`config.mk`:
```
export PLATFORM = sky130hd
export DESIGN_NAME = spi_rx_slave
export DESIGN_NICKNAME = d
export VERILOG_FILES = /design/src/rtl/spi_pkg.sv /design/src/rtl/spi_sync_edge.sv /design/src/rtl/spi_rx_slave.sv
export SDC_FILE = /design/constraint.sdc
export NUM_CORES = 1
export LEC_CHECK = 0
export BUFFER_PORTS_ARGS = -buffer_cell sky130_fd_sc_hd__buf_2
export CORE_MARGIN = 2
export CORE_UTILIZATION = 44
export CTS_CLUSTER_DIAMETER = 50
export CTS_CLUSTER_SIZE = 10
export DETAILED_ROUTE_END_ITERATION = 8
export PLACE_DENSITY_LB_ADDON = 0.3
export SETUP_SLACK_MARGIN = 0.02
export SLEW_MARGIN = 20
export SYNTH_ARGS = -nofsm -noshare
export SYNTH_HDL_FRONTEND = slang
export SYNTH_SLANG_ARGS = --single-unit
```
`constraint.sdc`:
```
create_clock -name clk -period 1.45 [get_ports clk]
set_input_delay 0.145 -clock clk [delete_from_list [all_inputs] [get_ports clk]]
set_output_delay 0.145 -clock clk [all_outputs]
set_load 0.01 [all_outputs]
```
`src/rtl/spi_pkg.sv`:
```
// Shared SPI types for the master transmitter and the receiving slave.
package spi_pkg;

  localparam int SPI_DATA_W_DEFAULT = 8;

  typedef enum logic [0:0] {RX_IDLE, RX_SHIFT} spi_rx_state_t;

  typedef enum logic [1:0] {TX_IDLE, TX_LOAD, TX_SHIFT, TX_DONE} spi_tx_state_t;

endpackage

```
`src/rtl/spi_sync_edge.sv`:
```
// Multi-flop synchronizer for one asynchronous SPI pin, with a history flop
// providing single-cycle rise/fall strobes in the clk domain.
module spi_sync_edge
  import spi_pkg::*;
#(
  parameter int   SYNC_STAGES = 2,
  parameter logic RST_VAL     = 1'b0
) (
  input  logic clk,
  input  logic rst,
  input  logic async_in,
  output logic sync_out,
  output logic rise,
  output logic fall
);

  logic [SYNC_STAGES-1:0] sync_q;
  logic                   hist;

  always_ff @(posedge clk) begin
    if (!rst) begin
      sync_q <= {SYNC_STAGES{RST_VAL}};
      hist   <= RST_VAL;
    end else begin
      sync_q <= {sync_q[SYNC_STAGES-2:0], async_in};
      hist   <= sync_q[SYNC_STAGES-1];
    end
  end

  assign sync_out = sync_q[SYNC_STAGES-1];
  assign rise     = ~hist & sync_out;
  assign fall     = hist & ~sync_out;

endmodule

```
`src/rtl/spi_rx_slave.sv`:
```
// SPI receiving slave: oversamples cs/sclk/mosi, deserializes MSB-first words
// and hands them out on a valid/ready port. Define SPI_RX_DAISY_EN for miso.
module spi_rx_slave
  import spi_pkg::*;
#(
  parameter int DATA_W      = SPI_DATA_W_DEFAULT,
  parameter int SYNC_STAGES = 2
) (
  input  logic              clk,
  input  logic              rst,
  input  logic              sclk,
  input  logic              cs,
  input  logic              mosi,
  output logic [DATA_W-1:0] rx_data,
  output logic              rx_valid,
  input  logic              rx_ready,
  output logic              overrun,
  output logic              frame_err,
`ifdef SPI_RX_DAISY_EN
  output logic              miso,
`endif
  output logic              busy
);

  localparam int              CNT_W    = $clog2(DATA_W + 1);
  localparam logic [CNT_W-1:0] CNT_LAST = CNT_W'(DATA_W - 1);
  localparam logic [0:0]      ST_IDLE  = RX_IDLE;
  localparam logic [0:0]      ST_SHIFT = RX_SHIFT;

  logic sclk_s, sclk_rise, sclk_fall;
  logic cs_s, cs_rise, cs_fall;
  logic mosi_s, mosi_rise, mosi_fall;
  logic unused_edges;

  logic [0:0]       state;
  logic [CNT_W-1:0] bit_cnt;
  logic [CNT_W-1:0] cnt_next;
  logic             done_now;
  logic             word_done_p0;
  logic             load;
  logic [DATA_W-1:0] shreg;

  spi_sync_edge #(.SYNC_STAGES(SYNC_STAGES), .RST_VAL(1'b0)) u_sclk (
    .clk(clk), .rst(rst), .async_in(sclk),
    .sync_out(sclk_s), .rise(sclk_rise), .fall(sclk_fall)
  );

  spi_sync_edge #(.SYNC_STAGES(SYNC_STAGES), .RST_VAL(1'b1)) u_cs (
    .clk(clk), .rst(rst), .async_in(cs),
    .sync_out(cs_s), .rise(cs_rise), .fall(cs_fall)
  );

  spi_sync_edge #(.SYNC_STAGES(SYNC_STAGES), .RST_VAL(1'b0)) u_mosi (
    .clk(clk), .rst(rst), .async_in(mosi),
    .sync_out(mosi_s), .rise(mosi_rise), .fall(mosi_fall)
  );

  assign unused_edges = &{1'b0, sclk_s, sclk_rise, mosi_rise, mosi_fall};

  // Bit count after this cycle's sample; wraps at a word boundary.
  always_comb begin
    cnt_next = bit_cnt;
    done_now = 1'b0;
    if (sclk_fall) begin
      if (bit_cnt == CNT_LAST) begin
        cnt_next = '0;
        done_now = 1'b1;
      end else begin
        cnt_next = bit_cnt + CNT_W'(1);
      end
    end
  end

  assign busy = (state == ST_SHIFT);
  assign load = word_done_p0 & (~rx_valid | rx_ready);

  // Stage p0: sample/count; a cs_rise sees the count after this cycle's sample.
  always_ff @(posedge clk) begin
    if (!rst) begin
      state        <= ST_IDLE;
      bit_cnt      <= '0;
      word_done_p0 <= 1'b0;
      frame_err    <= 1'b0;
    end else begin
      word_done_p0 <= 1'b0;
      frame_err    <= 1'b0;
      if (state == ST_IDLE) begin
        bit_cnt <= '0;
        if (cs_fall) state <= ST_SHIFT;
      end else begin
        word_done_p0 <= done_now;
        if (cs_rise) begin
          state     <= ST_IDLE;
          bit_cnt   <= '0;
          frame_err <= (cnt_next != '0);
        end else begin
          bit_cnt <= cnt_next;
        end
      end
    end
  end

  always_ff @(posedge clk) begin
    if (!rst) begin
      shreg <= '0;
    end else if (state == ST_IDLE) begin
      shreg <= '0;
    end else if (sclk_fall) begin
      shreg <= {shreg[DATA_W-2:0], mosi_s};
    end
  end

  // Stage p1: hand the completed word to the consumer or flag the drop.
  always_ff @(posedge clk) begin
    if (!rst) begin
      rx_valid <= 1'b0;
      overrun  <= 1'b0;
      rx_data  <= '0;
    end else begin
      if (load) begin
        rx_valid <= 1'b1;
        rx_data  <= shreg;
      end else if (word_done_p0) begin
        overrun <= 1'b1;
      end else if (rx_ready) begin
        rx_valid <= 1'b0;
      end
    end
  end

`ifdef SPI_RX_DAISY_EN
  always_ff @(posedge clk) begin
    if (!rst || cs_s) begin
      miso <= 1'b0;
    end else if (state == ST_SHIFT && sclk_fall) begin
      miso <= shreg[DATA_W-1];
    end
  end
`endif

endmodule
```
# == Word-level counts from Yosys, hierarchy flattened ==
# Cells that the tools add are included.
# totals
regBits,33
in_bits,6
wordCells,45
# classes
addsub,1
muxes,9
reduce_logical,8
n_eq_ne,2
bitwise,12
# ops
cell,count
$mux 4,2
$mux 1,7
$not 1->1,7
$reduce_and 2->1,3
$reduce_and 3->1,2
$add 4x1->4 const B,1
$and 1x1->1,4
$eq 4x3->1 const B,1
$reduce_bool 4->1,1
$reduce_or 3->1,1
$ne 2x1->1 const B,1
$reduce_bool 2->1,1
$or 1x1->1,1

# == Logic depth before layout (Yosys ltp) ==
# Gate-level depths: netlist of the first run.
# logic_depth
word_depth,5
depth_mapped,5

# == Modules after synthesis ==
# A second synthesis of the first run with hierarchy kept.
# unflattened
cells_unflattened,123
area_unflattened_um2,1243.7
# modules_own_cells
mod,seq_area_each_um2,instances,area_each_um2,cells_per_inst
spi_rx_slave,500.5,1,969.7,99
spi_sync_edge,60.1,3,91.3,8

# == Worst setup path before layout of the first run ==
# OpenSTA, ideal clock, no wires.
# synth_path
path_kind,flip-flop to flip-flop
start,reg bit_cnt[0]
end,reg frame_err
n_path_buf,0
required_ns,1.359
path_slack_ns,0.103
arrival_ns,1.256
setup_time_ns,0.091
stages_incl_launch_ff,6
path_cell_list,dfxtp_1 ha_1 and3b_2 nor3_2 and3b_1 a311oi_1
# synth_between
elab_chain_len,4
# synth_rtl
element,line,rtl
"start, declared",spi_rx_slave.sv:36,logic [CNT_W-1:0] bit_cnt;
"start signal, assigned",spi_rx_slave.sv:97,bit_cnt <= cnt_next;
$add 4x1->4 or $eq 4x3->1 (tied branches),"spi_rx_slave.sv:69, spi_rx_slave.sv:65",
$mux 4,spi_rx_slave.sv:65,if (bit_cnt == CNT_LAST) begin
$mux 4 *,spi_rx_slave.sv:64,if (sclk_fall) begin
$reduce_bool 4->1 *,spi_rx_slave.sv:95,frame_err <= (cnt_next != '0);
"end signal, assigned",spi_rx_slave.sv:95,
"end, declared",spi_rx_slave.sv:18,"output logic frame_err,"
# Every way passes the cells marked *; elsewhere a longest branch is shown, timed or not.
# A chain may end at the register's enable or synchronous reset.

# == Worst setup path after layout of the first run ==
# layout_path
start,reg bit_cnt[1]
end,reg frame_err
# The elaborated chain is that of the path after synthesis.

==> impl_metrics.env, run 1 <==
export IMPL_rows=18
export IMPL_rrSetupSlack_ps=70
export IMPL_worst_hold_path_endpoint="u_sclk.sync_q[0]"
export IMPL_track_usage_pct=13.70
export IMPL_start_util_pct=47.05
export IMPL_yosysTopAreaCellShare_pct=56.17
export IMPL_wl_per_cell_um=11.10
export IMPL_die_area_sq_mm=0.003102
export IMPL_finalCritPeriodShare_pct=95.03
export IMPL_hold_path_startpoint="sclk"
export IMPL_swShare_pct=20.22
export IMPL_power_frac_seq_pct=62.8
export IMPL_arrival_ps=1620
export IMPL_fmax_ghz=0.7257
export IMPL_placed_cells=164
export IMPL_synthToLayoutAreaGrowth_pct=16.91
export IMPL_cap_violations=0
export IMPL_p_comb_share_pct=3.1
export IMPL_postSynth_asyncResetShare_pct=0
export IMPL_antenna_found_initial=0
export IMPL_critical_path_max_stage_delay_ps=340
export IMPL_pin_count=18
export IMPL_whs_path_depth=2
export IMPL_fin_util_pct=55.01
export IMPL_crit_start="bit_cnt[1]"
export IMPL_crit_chain="ha_2, and3b_2, nor3_4, and3b_1, a311oi_1"
export IMPL_reg2reg_depth=5
export IMPL_slew_violations=0
export IMPL_synth_area_leaders="dfxtp_1, mux2i_1, nand2_1, nor2b_1, a21oi_1"
export IMPL_overflow=0
export IMPL_drc=0
export IMPL_critPathTopFamily="simple AND/OR/NAND/NOR gates"
export IMPL_clock_latency_ps=330
export IMPL_vias=841
export IMPL_ys_seq_area_share_pct=56.17
export IMPL_die_height_um=55.70
export IMPL_synth_nets=124
export IMPL_grt_max_degree=19
export IMPL_status="finished, final reports clean"
export IMPL_synth_cell_types=26
export IMPL_synth_edf_count=0
export IMPL_ys_seq_elements=33
export IMPL_layout_nets=149
export IMPL_path_buf_inv=0
export IMPL_final_setup_tns_ps=0
export IMPL_maxUsedRoutingLayer="met4"
export IMPL_finalSetupViolCount=0
export IMPL_synthSimpleGateAreaFrac_pct=23.94
export IMPL_cts_sinks=33
export IMPL_synth_main_ff_cell="dfxtp_1"
export IMPL_crit_path_max_fanout=4
export IMPL_cts_root_buf="clkbuf_4"
export IMPL_synth_area_sq_mm=0.001176
export IMPL_synth_avg_cell_area_sq_um=10.05
export IMPL_clkTransAtPathRegs_ps=80
export IMPL_io_buffers=17
export IMPL_drt_total_wl_um=1910
export IMPL_worstPathRequired_ps=1690
export IMPL_clkPwrFrac_pct=34.0
export IMPL_clock_skew_ps=6.851
export IMPL_end_kind="flip-flop"
export IMPL_cts_max_path_buffers=2
export IMPL_power_leakage_uw=0.0005917
export IMPL_cts_buffers=5
export IMPL_path_class="reg -> reg"
export IMPL_hold_viol=0
export IMPL_synth_compound_area_share_pct=6.915
export IMPL_wl_met2_um=928
export IMPL_grt_pass1_wl_um=3243
export IMPL_final_cells=172
export IMPL_synth_xor_area_share_pct=0.7447
export IMPL_drtPass1Iterations=4
export IMPL_min_period_ps=1378
export IMPL_r2r_start="bit_cnt[1]"
export IMPL_layout_commonest_cell="dfxtp_1"
export IMPL_yosysWarnings=0
export IMPL_wl_met1_um=807
export IMPL_relSlewSlack_pct=85.78
export IMPL_r2r_end="frame_err"
export IMPL_drt_iter0_markers=7
export IMPL_rsz0062_at_grt="no"
export IMPL_startpoint_type="flip-flop"
export IMPL_die_w_um=55.70
export IMPL_final_antenna_net_count=0
export IMPL_diodes=0
export IMPL_synthMuxAreaShare_pct=7.660
export IMPL_synth_area_leader_cell="dfxtp_1"
export IMPL_layout_common_cells="dfxtp_1, nand2_1, buf_2"
export IMPL_grt_pass1_vias=772
export IMPL_min_path_type="in -> reg"
export IMPL_powerDensity_mw_per_mm2=1065
export IMPL_cts_htree_levels=2
export IMPL_synthAdderAreaFrac_pct=1.064
export IMPL_vias_per_cell=4.890
export IMPL_wl_met3_um=109
export IMPL_gp_congestion=0.7271
export IMPL_irDropWorstVdd_mv=0.6815
export IMPL_post_dp_hpwl_um=1379
export IMPL_netlist_instances=117
export IMPL_layout_drive_gt1_share_pct=25.35
export IMPL_cts_setup_buffers=0
export IMPL_worstMarginPinSlew_ps=207.4
export IMPL_cts_tree="yes"
export IMPL_core_sq_mm=0.002500
export IMPL_internal_power_uw=1168
export IMPL_p_sw_uw=296.2
export IMPL_synth_top_family_by_area="simple AND/OR/NAND/NOR gates"
export IMPL_cp_slowest_cell="dfxtp_2"
[registers in the layout (all words and copies together), names as in the netlist]
signal / flops
rx_data: 8
shreg: 8
bit_cnt: 4
u_cs.sync_q: 2
u_mosi.sync_q: 2
u_sclk.sync_q: 2
busy: 1
frame_err: 1
overrun: 1
rx_valid: 1
u_cs.hist: 1
u_sclk.hist: 1
word_done_p0: 1
[through the flow]
| step | setup slack, ps | cell area (sq um) | total power, uW | hold slack [ps] |
|---|---|---|---|---|
| 2_1_floorplan | 103.1 | 1176 | 971.8 | 241.3 |
| 3_3_place_gp | 107.8 | 1299 | 984.6 | 331.3 |
| 3_5_place_dp | 48.93 | 1299 | 986.2 | 336.3 |
| 4_1_cts | 29.85 | 1364 | 1497 | 0.2210 |
| 5_1_grt | 23.00 | 1375 | 1541 | 4.673 |
| 6_report | 72.00 | 1375 | 1464 | 20.96 |
[how the worst max path moves through the flow]
stage / end / cells past startpoint
6_report: frame_err / 5
5_1_grt: frame_err / 5
4_1_cts: frame_err / 5
3_5_place_dp: frame_err / 5
3_3_place_gp: frame_err / 5
2_1_floorplan: frame_err / 5
[area by class of cell]
type,count,area [sq um]
inverter,1,3.754
sequential,33,663.1
clock buffer,7,55.05
multi-input combinational,78,483.0
fill,238,1125
tap,30,37.54
timing repair buffer,23,132.6
[power groups by stage]
stage | Combinational, uW | Sequential [uW] | Clock [uW]
finish | 46.1 | 920 | 498
global route | 51.9 | 922 | 566
CTS | 46.5 | 921 | 530
detailed placement | 44.4 | 942 | 0
global placement | 43.5 | 941 | 0
floorplan | 30.2 | 942 | 0
[cells in the mapped netlist, types with 2 or more instances]
| library cell | count |
|---|---|
| nor2b_1 | 10 |
| and2_1 | 5 |
| buf_6 | 2 |
| nand2_1 | 19 |
| mux2i_1 | 9 |
| clkbuf_1 | 2 |
| nand2b_1 | 5 |
| nand2_2 | 2 |
| nor2_1 | 4 |
| dfxtp_1 | 33 |
| a21oi_1 | 11 |
[what timing repair did]
item                       4_1_cts  5_1_grt
setup endpoints to repair        0        1
hold buffers                     1        0
hold endpoints to repair         1        0
gates resized for setup          0        4
[logic make-up (layout without fill, tap and decap cells)]
kind of cell / Yosys count / in the layout
AND/OR/NAND/NOR: 52 / 52
flip-flops: 33 / 33
AO/OA/AOI/OAI: 15 / 15
multiplexers: 9 / 9
buffers and inverters: 6 / 31
adder cells (fa/ha/maj): 1 / 1
XOR/XNOR: 1 / 1
[per-layer routing]
metal	GRT usage (%)	vias to the layer above
met3	6.279	9
li1	-	433
met5	0	-
met2	20.75	17
met4	9.408	0
met1	15.22	382
Power figures use the tool's default switching activity.
==> inputs of run 2 (changes only) <==
--- a/config.mk
+++ b/config.mk
@@ -7,13 +7,12 @@
 export LEC_CHECK = 0
 export BUFFER_PORTS_ARGS = -buffer_cell sky130_fd_sc_hd__buf_2
 export CORE_MARGIN = 2
-export CORE_UTILIZATION = 44
+export CORE_UTILIZATION = 53
 export CTS_CLUSTER_DIAMETER = 50
 export CTS_CLUSTER_SIZE = 10
 export DETAILED_ROUTE_END_ITERATION = 8
 export PLACE_DENSITY_LB_ADDON = 0.3
 export SETUP_SLACK_MARGIN = 0.02
-export SLEW_MARGIN = 20
 export SYNTH_ARGS = -nofsm -noshare
 export SYNTH_HDL_FRONTEND = slang
 export SYNTH_SLANG_ARGS = --single-unit
==> constraint.sdc (replaced) <==
create_clock -name clk -period 1.3 [get_ports clk]
set_input_delay 0.13 -clock clk [delete_from_list [all_inputs] [get_ports clk]]
set_output_delay 0.13 -clock clk [all_outputs]
set_load 0.01 [all_outputs]
==> impl_metrics.env, run 2 (synthesized netlist as in run 1, its figures left out) <==
export IMPL_vias_per_cell=5.103
export IMPL_post_dp_hpwl_um=1432
export IMPL_synthToLayoutAreaGrowth_pct=24.36
export IMPL_clock_skew_ps=10.15
export IMPL_vias=893
export IMPL_clkTransAtPathRegs_ps=90
export IMPL_rsz0062_at_grt="yes"
export IMPL_drtPass1Iterations=6
export IMPL_wl_per_cell_um=11.43
export IMPL_diodes=0
export IMPL_fmax_ghz=0.7570
export IMPL_cts_tree="yes"
export IMPL_crit_start="bit_cnt[1]"
export IMPL_start_util_pct=54.75
export IMPL_drt_iter0_markers=8
export IMPL_final_setup_tns_ps=-21.01
export IMPL_crit_path_max_fanout=2
export IMPL_min_period_ps=1321
export IMPL_cts_buffers=5
export IMPL_min_path_type="in -> reg"
export IMPL_hold_viol=0
export IMPL_die_w_um=51.11
export IMPL_overflow=0
export IMPL_violations="negative setup slack"
export IMPL_r2r_end="frame_err"
export IMPL_power_leakage_uw=0.0006329
export IMPL_path_class="reg -> reg"
export IMPL_final_antenna_net_count=0
export IMPL_arrival_ps=1570
export IMPL_status="finished, violations left"
export IMPL_pin_count=18
export IMPL_grt_max_degree=16
export IMPL_hold_path_startpoint="rst"
export IMPL_startpoint_type="flip-flop"
export IMPL_die_height_um=51.11
export IMPL_critical_path_endpoint="frame_err"
export IMPL_cap_violations=0
export IMPL_holdWs_ps=25.74
export IMPL_relSlewSlack_pct=82.72
export IMPL_drt_total_wl_um=2001
export IMPL_powerDensity_mw_per_mm2=1279
export IMPL_worstMarginPinSlew_ps=259.3
export IMPL_cts_sinks=33
export IMPL_reg2reg_depth=5
export IMPL_rrSetupSlack_ps=-20
export IMPL_grt_pass1_wl_um=3312
export IMPL_die_area_sq_mm=0.002612
export IMPL_io_buffers=17
export IMPL_track_usage_pct=17.91
export IMPL_finalSetupViolCount=1
export IMPL_drc=0
export IMPL_layout_drive_gt1_share_pct=27.21
export IMPL_whs_path_depth=2
export IMPL_finalCritPeriodShare_pct=101.6
export IMPL_top_regs="rx_data: 8 flops, shreg: 8 flops, bit_cnt: 4 flops"
export IMPL_grt_pass1_vias=815
export IMPL_gp_congestion=0.8392
export IMPL_rows=17
export IMPL_r2r_start="bit_cnt[1]"
export IMPL_layout_nets=153
export IMPL_cts_htree_levels=2
export IMPL_worstPathRequired_ps=1540
export IMPL_slew_violations=0
export IMPL_core_sq_mm=0.002148
export IMPL_end_kind="flip-flop"
export IMPL_clock_latency_ps=340
export IMPL_layout_commonest_cell="dfxtp_1"
export IMPL_cts_root_buf="clkbuf_4"
export IMPL_cts_max_path_buffers=2
export IMPL_antenna_found_initial=0
export IMPL_irDropWorstVdd_mv=1.191
export IMPL_layout_common_cells="dfxtp_1, nand2_1, buf_2"
export IMPL_setup_slack_ps=-21.01
run 2: cell count changes in the layout (fill, tap and decap cells not counted):
cell           change
buf_4              +1
dlygate4sd3_1      +2
nor2b_1            -1
ha_4               +1
nor2b_2            +1
buf_12             +1
ha_2               -1
bufinv_16          +1
run 2: critical path, cell delays in order (launching register included):
cell,delay (ps)
dfxtp_2,340
ha_4,150
and3b_2,210
nor3_4,130
and3b_1,200
a311oi_1,190
run 2: cell type report:
cell class / count / area (sq um)
Fill cell: 176 / 685.7
Clock buffer: 7 / 55.05
Timing Repair Buffer: 27 / 180.2
Tap cell: 28 / 35.03
Clock inverter: 1 / 30.03
Multi-Input combinational cell: 78 / 495.5
Inverter: 1 / 3.754
Sequential cell: 33 / 663.1
run 2: how the worst min path moves through the flow:
stage          slack (ps)          endpoint
3_3_place_gp          310    u_cs.sync_q[0]
4_1_cts                 4  u_sclk.sync_q[0]
3_5_place_dp          320    u_cs.sync_q[0]
6_report               30    u_cs.sync_q[1]
2_1_floorplan         230         u_cs.hist
5_1_grt                20    u_cs.sync_q[1]
run 2: power by group:
| part | leakage, uW | internal (uW) | switching (uW) |
|---|---|---|---|
| Sequential | 0.000268 | 1020 | 4.55 |
| Combinational | 0.000319 | 30.1 | 27.2 |
| Clock | 0.0000455 | 459 | 328 |
| Total | 0.000633 | 1510 | 360 |
run 2: repair_timing:
item | in CTS | in global routing
endpoints found under the hold margin | 2 | 1
pin swaps | 0 | 1
buffers inserted | 0 | 0
resized for setup | 1 | 3
hold buffers | 2 | 1
setup endpoints to repair | 1 | 9
run 2: through the flow:
stage / power [uW] / util (%) / cell area, sq um / setup WS, ps / std cells
2_1_floorplan: 1084 / - / 1180 / 3.691 / 117
3_3_place_gp: 1098 / 61.79 / 1328 / 10.65 / 164
3_5_place_dp: 1100 / 61.79 / 1328 / -45.34 / 164
4_1_cts: 1888 / 66.74 / 1434 / -69.21 / 174
5_1_grt: 1950 / 68.08 / 1463 / -119.4 / 175
6_report: 1871 / 68.08 / 1463 / -21.01 / 175
run 2: routing by layer:
metal | routed length (um) | global-route usage, %
met1 | 816 | 18.89
met2 | 1026 | 29.87
met3 | 123 | 8.772
met4 | 34 | 8.108
met5 | 0 | 0
